**src/rtl/lsu_pkg.sv**
```systemverilog
// lsu_pkg
// Shared definitions for the data-memory load/store unit:
//   - RV32I load/store width codes (funct3)
//   - FSM state type for data_mem_lsu
package lsu_pkg;

    localparam logic [2:0] F3_B  = 3'b000;
    localparam logic [2:0] F3_H  = 3'b001;
    localparam logic [2:0] F3_W  = 3'b010;
    localparam logic [2:0] F3_BU = 3'b100;
    localparam logic [2:0] F3_HU = 3'b101;

    typedef enum logic [1:0] {
        IDLE = 2'd0,
        LOAD = 2'd1,
        RESP = 2'd2
    } lsu_state_t;

endpackage

```
**src/rtl/load_formatter.sv**
```systemverilog
// load_formatter
// Combinational extraction of a byte/halfword/word from a RAM read word,
// with sign (B/H) or zero (BU/HU) extension.
// Ports:
//   douta_i  [31:0] raw RAM read word
//   offset_i [1:0]  byte offset of the access within the word
//   funct3_i [2:0]  RV32I load width code
//   rdata_o  [31:0] right-aligned, extended load data
module load_formatter
    import lsu_pkg::*;
(
    input  logic [31:0] douta_i,
    input  logic [1:0]  offset_i,
    input  logic [2:0]  funct3_i,
    output logic [31:0] rdata_o
);

    logic [7:0]  byte_sel;
    logic [15:0] half_sel;

    always_comb begin
        case (offset_i)
            2'd0:    byte_sel = douta_i[7:0];
            2'd1:    byte_sel = douta_i[15:8];
            2'd2:    byte_sel = douta_i[23:16];
            default: byte_sel = douta_i[31:24];
        endcase
        half_sel = offset_i[1] ? douta_i[31:16] : douta_i[15:0];
    end

    always_comb begin
        case (funct3_i)
            F3_B:    rdata_o = {{24{byte_sel[7]}}, byte_sel};
            F3_BU:   rdata_o = {24'd0, byte_sel};
            F3_H:    rdata_o = {{16{half_sel[15]}}, half_sel};
            F3_HU:   rdata_o = {16'd0, half_sel};
            default: rdata_o = douta_i;
        endcase
    end

endmodule

```
**src/rtl/data_mem_lsu.sv**
```systemverilog
// data_mem_lsu
// Load/store unit in front of a 32-bit synchronous data RAM (1-cycle read).
// Generates byte enables and lane-replicated write data for stores, returns
// extended load data two cycles after accept, and flags misaligned or
// illegal-width accesses without touching the RAM.
//
// state | meaning
// ------+------------------------------------------------------------
// IDLE  | no response pending, ready for a request
// LOAD  | read issued, RAM data arriving this cycle; not ready
// RESP  | response pulse on resp_valid_o; ready for the next request
//
// Ports:
//   clk_i, rst_ni           clock, async active-low reset
//   req_valid_i/req_ready_o request handshake
//   req_we_i                1 = store, 0 = load
//   req_funct3_i [2:0]      width code (B/H/W/BU/HU)
//   req_addr_i   [31:0]     byte address
//   req_wdata_i  [31:0]     right-aligned store data
//   resp_valid_o            one-cycle completion pulse
//   resp_rdata_o [31:0]     extended load data (0 for stores/errors)
//   resp_err_o              misaligned/illegal access
//   wea_o [3:0], addra_o [29:0], dina_o [31:0], douta_i [31:0]  RAM port
module data_mem_lsu
    import lsu_pkg::*;
(
    input  logic        clk_i,
    input  logic        rst_ni,
    input  logic        req_valid_i,
    output logic        req_ready_o,
    input  logic        req_we_i,
    input  logic [2:0]  req_funct3_i,
    input  logic [31:0] req_addr_i,
    input  logic [31:0] req_wdata_i,
    output logic        resp_valid_o,
    output logic [31:0] resp_rdata_o,
    output logic        resp_err_o,
    output logic [3:0]  wea_o,
    output logic [29:0] addra_o,
    output logic [31:0] dina_o,
    input  logic [31:0] douta_i
);

    lsu_state_t  state_q, state_d;
    logic [1:0]  off_q, off_d;
    logic [2:0]  f3_q, f3_d;
    logic        resp_valid_q, resp_valid_d;
    logic        resp_err_q, resp_err_d;
    logic [31:0] resp_rdata_q, resp_rdata_d;

    logic        accept;
    logic        legal;
    logic [3:0]  store_be;
    logic [31:0] load_data;

    assign req_ready_o = (state_q != LOAD);
    assign accept      = req_valid_i & req_ready_o;

    // Legality of the request; BU/HU only make sense as loads.
    always_comb begin
        case (req_funct3_i)
            F3_B:    legal = 1'b1;
            F3_H:    legal = ~req_addr_i[0];
            F3_W:    legal = (req_addr_i[1:0] == 2'b00);
            F3_BU:   legal = ~req_we_i;
            F3_HU:   legal = ~req_we_i & ~req_addr_i[0];
            default: legal = 1'b0;
        endcase
    end

    always_comb begin
        case (req_funct3_i)
            F3_B: begin
                store_be = 4'b0001 << req_addr_i[1:0];
                dina_o   = {4{req_wdata_i[7:0]}};
            end
            F3_H: begin
                store_be = req_addr_i[1] ? 4'b1100 : 4'b0011;
                dina_o   = {2{req_wdata_i[15:0]}};
            end
            default: begin
                store_be = 4'b1111;
                dina_o   = req_wdata_i;
            end
        endcase
    end

    // Gating with rst_ni keeps the RAM untouched while reset is held, even
    // if the upstream stage is still presenting a store.
    assign wea_o   = (accept & req_we_i & legal & rst_ni) ? store_be : 4'b0000;
    assign addra_o = req_addr_i[31:2];

    load_formatter u_fmt (
        .douta_i  (douta_i),
        .offset_i (off_q),
        .funct3_i (f3_q),
        .rdata_o  (load_data)
    );

    always_comb begin
        state_d      = state_q;
        off_d        = off_q;
        f3_d         = f3_q;
        resp_valid_d = 1'b0;
        resp_err_d   = 1'b0;
        resp_rdata_d = 32'd0;
        case (state_q)
            IDLE, RESP: begin
                if (accept) begin
                    if (legal && !req_we_i) begin
                        state_d = LOAD;
                        off_d   = req_addr_i[1:0];
                        f3_d    = req_funct3_i;
                    end else begin
                        state_d      = RESP;
                        resp_valid_d = 1'b1;
                        resp_err_d   = ~legal;
                    end
                end else begin
                    state_d = IDLE;
                end
            end
            LOAD: begin
                state_d      = RESP;
                resp_valid_d = 1'b1;
                resp_rdata_d = load_data;
            end
            default: state_d = IDLE;
        endcase
    end

    always_ff @(posedge clk_i or negedge rst_ni) begin
        if (!rst_ni) begin
            state_q      <= IDLE;
            off_q        <= 2'd0;
            f3_q         <= 3'd0;
            resp_valid_q <= 1'b0;
            resp_err_q   <= 1'b0;
            resp_rdata_q <= 32'd0;
        end else begin
            state_q      <= state_d;
            off_q        <= off_d;
            f3_q         <= f3_d;
            resp_valid_q <= resp_valid_d;
            resp_err_q   <= resp_err_d;
            resp_rdata_q <= resp_rdata_d;
        end
    end

    assign resp_valid_o = resp_valid_q;
    assign resp_err_o   = resp_err_q;
    assign resp_rdata_o = resp_rdata_q;

endmodule

```
**config.mk**
```make
export PLATFORM = sky130hd
export DESIGN_NAME = data_mem_lsu
export DESIGN_NICKNAME = d
export VERILOG_FILES = /design/src/rtl/lsu_pkg.sv /design/src/rtl/load_formatter.sv /design/src/rtl/data_mem_lsu.sv
export SDC_FILE = /design/constraint.sdc
export NUM_CORES = 1
export LEC_CHECK = 0
export CORE_UTILIZATION = 37
export CTS_CLUSTER_DIAMETER = 30
export CTS_CLUSTER_SIZE = 25
export DETAILED_ROUTE_END_ITERATION = 7
export HOLD_SLACK_MARGIN = 0.08
export PLACE_DENSITY_LB_ADDON = 0.3
export SETUP_SLACK_MARGIN = 0.3
export SLEW_MARGIN = 5
export SYNTH_ARGS = -nofsm -noshare
export SYNTH_HDL_FRONTEND = slang
export SYNTH_SLANG_ARGS = --single-unit
```
**constraint.sdc**
```tcl
create_clock -name clk_i -period 5.3 [get_ports clk_i]
set_input_delay 1.06 -clock clk_i [delete_from_list [all_inputs] [get_ports clk_i]]
set_output_delay 1.06 -clock clk_i [all_outputs]
set_load 0.02 [all_outputs]
```
==> results of run 1 <==
[final cells by class]
class | instances | area (um^2) | area share
clock buffers | 7 | 86.3 | 0.0219
repair buffers | 146 | 1450 | 0.368
clock inverters | 1 | 7.51 | 0.00191
well taps | 96 | 120 | 0.0305
inverters | 13 | 48.8 | 0.0124
multi-input cells | 149 | 1220 | 0.311
flip-flops and latches | 40 | 1000 | 0.254
[stage by stage]
| step | hold slack [ps] | total power [mW] | area [um^2] | utilization |
|---|---|---|---|---|
| floorplan | 520 | 0.573 | 2640 | - |
| global placement | 550 | 0.685 | 3840 | 0.562 |
| detailed placement | 558 | 0.689 | 3840 | 0.562 |
| CTS | 577 | 0.901 | 3940 | 0.576 |
| global route | 605 | 0.942 | 3940 | 0.576 |
| finish | 576 | 0.895 | 3940 | 0.576 |
[logic make-up (layout without fill, tap and decap cells)]
group                  after synthesis  in the layout  share of synthesized area
buffers and inverters               70            167                      0.159
muxes                               45             45                      0.191
DFF                                 40             40                      0.379
AOI/OAI and AO/OA                   67             67                      0.192
and+or+nand+nor                     37             37                     0.0791
[where the power goes]
part / internal [mW] / switching (mW) / leakage, nW
sequential: 0.323 / 0.0445 / 0.541
combinational: 0.171 / 0.147 / 1.09
clock: 0.106 / 0.104 / 0.0445
[worst max-delay path, cell delays in order]
cell and delay (ps):
clkdlybuf4s50_1 530, or4_1 600, a211o_1 360, a21oi_1 140, clkdlybuf4s50_1 620
[cell usage after synthesis (2+ instances only)]
| cell type | number |
|---|---|
| dfrtp_1 | 40 |
| buf_4 | 39 |
| mux2i_1 | 23 |
| mux2_2 | 17 |
| a21oi_1 | 16 |
| o2bb2ai_1 | 16 |
| inv_1 | 13 |
| clkbuf_1 | 12 |
| nor2_1 | 12 |
| nor2b_1 | 10 |
| o22ai_1 | 8 |
| a221oi_1 | 7 |
| nand2b_1 | 6 |
| o221a_2 | 6 |
| mux2_4 | 4 |
| o21ai_0 | 4 |
| a2111oi_0 | 3 |
| buf_1 | 3 |
| buf_2 | 2 |
| nor3b_1 | 2 |
[flip-flops by register name (all words and copies together) (netlist names)]
signal	flops
resp_rdata_o	32
state_q	1
resp_err_o	1
off_q	2
f3_q	3
resp_valid_o	1
[worst min path at each step]
| stage | startpoint | endpoint | slack, ps | cells after the start |
|---|---|---|---|---|
| floorplan | f3_q[2]$_DFFE_PN0P_ | f3_q[2]$_DFFE_PN0P_ | 520 | 1 |
| global placement | f3_q[2]$_DFFE_PN0P_ | f3_q[2]$_DFFE_PN0P_ | 550 | 1 |
| detailed placement | f3_q[2]$_DFFE_PN0P_ | f3_q[2]$_DFFE_PN0P_ | 560 | 1 |
| CTS | f3_q[2]$_DFFE_PN0P_ | f3_q[2]$_DFFE_PN0P_ | 580 | 1 |
| global route | f3_q[2]$_DFFE_PN0P_ | f3_q[2]$_DFFE_PN0P_ | 600 | 1 |
| finish | f3_q[2]$_DFFE_PN0P_ | f3_q[2]$_DFFE_PN0P_ | 580 | 1 |
[routing by layer]
metal | vias up | track usage | share of wire
li1 | 1092 | - | -
met1 | 1059 | 0.255 | 0.40
met2 | 107 | 0.368 | 0.50
met3 | 18 | 0.0648 | 0.086
met4 | 0 | 0.0621 | 0.016
met5 | - | 0 | 0
==> flow_summary.ini, run 1 <==
[yosys]
synth-seq-cells = 40
netlist-cell-type-count = 36
synth_area_um2 = 2640
synth.top_cell.area_share = 0.379
synthFlopType = dfrtp_1
synthTopCellsByArea = dfrtp_1, buf_4, mux2i_1
synth-edff-count = 0
synth_nets = 362
synth_top_area_cell = dfrtp_1
seq_area_frac_synth = 0.379
syn_inst = 259
syn_area_per_cell_um2 = 10.2
ys_warn_count = 0
synthArstFlopShare = 1.00

[clock_tree]
h-tree-depth = 2
post_cts_buffers = 0
ctsLongestPathBuffers = 2
clockRootBuffer = clkbuf_8
cts_made_buffers = 5
cts_resized = 0
cts.sink_count = 40
clk_latency_ps = 290
cts_tree = done
cts_hold_buf = 0
cts.clk_slew.worst_paths_ps = 70

[setup_path]
rr_startpoint = off_q[1]$_DFFE_PN0P_
crit_path_start_kind = input port
cp_max_fo = 8
r2r_slack_ps = 2840
rr_endpoint = resp_rdata_o[14]$_DFF_PN0_
worstPathArrival_ps = 3300
reg2reg_depth = 3
required_ps = 4240
crit_path_end_kind = output port
path_class = input port to output port
crit_path_start = req_addr_i[0]
endpoint = wea_o[0]

[placement]
gp_congestion = 0.767
dp_cells = 444
place_ws_ps = 930
port_buffers = 143
place_hpwl_um = 6170

[grt]
grt_max_degree = 41
antenna_found_initial = 0
grt_pass1_wl_um = 12300
grtUsageTotal = 0.213
grt_pass1_vias = 2276
gr-total-overflow = 0

[floorplanning]
die-area_um2 = 7480
fp.dieH_um = 86.5
num_rows = 30
start_util = 0.386
ios = 204
core_area_um2 = 6830
fp.dieW_um = 86.5

[sta]
finalCriticalPeriod_ps = 4360
skew_ps = 4.72
tns_ps = 0
rsz0062_at_grt = no
tightest_slew_ps = 1060
period_share = 0.823
hold_viol_final = 0
max_slew_margin = 0.294
fmax_mhz = 229
finalSetupViolations = 0
slew_viol_final = 0
fin_ws_ps = 937

[layout]
drive_gt1_frac = 0.115
layout.nets = 458
syn_to_final_growth_pct = 49.1
final_common_cell = clkdlybuf4s50_1
mostFrequentLayoutCells = clkdlybuf4s50_1, dfrtp_1, mux2i_1, mux2_2
fillers = 606
final_cells = 452
antennaDiodeCount = 0

[pwr]
power_density_nw_per_um2 = 228
ir_drop_uv = 97.1
leakage_nw = 1.67

[route]
dr.pass1.iters = 4
wl_per_cell_um = 17.8
route.vias.total = 2276
ant_nets = 0
routed_wirelength_um = 8040
drcViolationCount = 0
drtIter0Drc = 129
viasPerCell = 5.04

[flow_run]
max_cap_viol_count = 0

[status]
status = finished, final reports clean

[hold_path]
hold_path_class = register to register
(Power assumes the default switching activity.)
==> run 2: changes to the inputs <==
--- a/config.mk
+++ b/config.mk
@@ -5,7 +5,7 @@
 export SDC_FILE = /design/constraint.sdc
 export NUM_CORES = 1
 export LEC_CHECK = 0
-export CORE_UTILIZATION = 37
+export CORE_UTILIZATION = 34
 export CTS_CLUSTER_DIAMETER = 30
 export CTS_CLUSTER_SIZE = 25
 export DETAILED_ROUTE_END_ITERATION = 7
==> constraint.sdc (replaced) <==
create_clock -name clk_i -period 4.05 [get_ports clk_i]
set_input_delay 0.81 -clock clk_i [delete_from_list [all_inputs] [get_ports clk_i]]
set_output_delay 0.81 -clock clk_i [all_outputs]
set_load 0.02 [all_outputs]
==> run 2 against run 1 <==
Setup slack got worse by 510 ps. Sequential power increased by 26%. Worst hold slack improved by 5.0 ps. Die area rose by 8.6%. Non-clock buffer count rose by 7. Register-to-register slack worse by 670 ps. Clock skew barely moved. Largest power group unchanged. Clock power increased by 21%. Critical path depth increased by 1. Core utilization shrank 3.6 points. Sequential cell count stayed put. Combinational power increased by 39%.
==> flow_summary.ini, run 2 (synthesis results as in run 1) <==
[status]
status = finished, final reports clean

[sta]
slew_viol_final = 0
rsz0062_at_grt = no
period_share = 0.894
fmax_mhz = 276
tightest_slew_ps = 761
hold_viol_final = 0
max_slew_margin = 0.493
fin_ws_ps = 431
finalCriticalPeriod_ps = 3620
tns_ps = 0
hold_ws_ps = 581
skew_ps = 5.06
finalSetupViolations = 0

[route]
drcViolationCount = 0
ant_nets = 0
route.vias.total = 2336
routed_wirelength_um = 8310
drtIter0Drc = 128
viasPerCell = 5.06
dr.pass1.iters = 4
wl_per_cell_um = 18.0

[placement]
place_ws_ps = 212
gp_congestion = 0.759
port_buffers = 143
place_hpwl_um = 6580

[clock_tree]
cts.clk_slew.worst_paths_ps = 80
cts.sink_count = 40
post_cts_buffers = 0
cts_made_buffers = 5
clk_latency_ps = 290
clockRootBuffer = clkbuf_8
ctsLongestPathBuffers = 2
h-tree-depth = 2
cts_tree = done

[setup_path]
crit_path_end_kind = output port
cp_slowest_cell = clkdlybuf4s50_1
crit_path_start_kind = input port
reg2reg_depth = 3
path_cells = clkdlybuf4s50_1 > buf_4 > nor3_2 > buf_4 > mux2_2 > clkdlybuf4s50_1
cpPeakStageDelay_ps = 550
crit_path_start = req_funct3_i[0]
required_ps = 3240
rr_startpoint = f3_q[0]$_DFFE_PN0P_
r2r_slack_ps = 2170
cp_max_fo = 12
worstPathArrival_ps = 2810
path_class = input port to output port
rr_endpoint = resp_rdata_o[6]$_DFF_PN0_

[grt]
grt_use_met2 = 0.376
antenna_found_initial = 0
busiest_layer = met2
use_met3 = 0.0643
grtUsageTotal = 0.197
gr-total-overflow = 0
grtUsageMet1 = 0.209
grt_pass1_vias = 2367
grt_max_degree = 41
grt_pass1_wl_um = 12600

[layout]
largest_reg_flops = 32
antennaDiodeCount = 0
final_common_cell = clkdlybuf4s50_1
drive_gt1_frac = 0.135
layout.nets = 465
syn_to_final_growth_pct = 50.8
mostFrequentLayoutCells = clkdlybuf4s50_1, dfrtp_1, mux2i_1, mux2_2

[floorplanning]
fp.dieH_um = 90.1
die-area_um2 = 8120
start_util = 0.358
core_area_um2 = 7370
ios = 204
fp.dieW_um = 90.1
num_rows = 31

[pwr]
leakage_nw = 1.73
power_density_nw_per_um2 = 291
ir_drop_uv = 153

[hold_path]
worstHoldStart = f3_q[2]$_DFFE_PN0P_
holdPathStages = 1
hold_end = f3_q[2]$_DFFE_PN0P_
hold_path_class = register to register

[flow_run]
max_cap_viol_count = 0
==> run 2: cell types whose count changed in the layout (fill, tap and decap cells not counted), sizes merged <==
cell and delta:
clkinvlp -1, buf +7, clkdlybuf4s50 -4, dlygate4sd2 +4, clkbuf -2, clkinv +3
==> run 2: worst max-delay path by stage <==
| stage | endpoint | slack, ps | cells after the start |
|---|---|---|---|
| floorplan | wea_o[0] | 1150 | 4 |
| global placement | wea_o[0] | 240 | 5 |
| detailed placement | wea_o[0] | 210 | 5 |
| CTS | dina_o[11] | 440 | 6 |
| global route | dina_o[11] | 370 | 6 |
| finish | dina_o[11] | 430 | 6 |
==> run 2: per-layer routing <==
metal / wire length [um] / share of wire
met5: 0 / 0
met4: 72 / 0.0087
met3: 688 / 0.083
met2: 4500 / 0.54
met1: 3050 / 0.37
==> run 2: where the power goes <==
part	internal (mW)	switching [mW]
Clock	0.120	0.135
Sequential	0.423	0.0383
Combinational	0.228	0.213
Total	0.771	0.387
==> run 2: timing repair <==
| action | CTS | global route |
|---|---|---|
| gates resized for setup | 4 | 0 |
| hold endpoints to repair | 0 | 0 |
| hold buffers | 0 | 0 |
| endpoints found under the setup margin | 4 | 0 |
==> run 2: stage by stage <==
stage	util	power, mW	cells	cell area (um^2)
finish	0.540	1.16	462	3980
global route	0.540	1.22	462	3980
CTS	0.540	1.17	462	3980
detailed placement	0.529	0.911	454	3900
global placement	0.529	0.908	454	3900
floorplan	-	0.750	259	2640
==> run 2: critical path, delay by kind of cell <==
| family | cells | cell delay [ps] |
|---|---|---|
| mux | 1 | 350 |
| buf+inv | 4 | 1480 |
| simple gates | 1 | 150 |
==> run 2: cell type report <==
class,instances,area (um^2)
Tap cell,99,124
Timing Repair Buffer,153,1500
Inverter,13,48.8
Clock buffer,5,68.8
Fill cell,681,3390
Multi-Input combinational cell,149,1220
Sequential cell,40,1000
Clock inverter,3,18.8
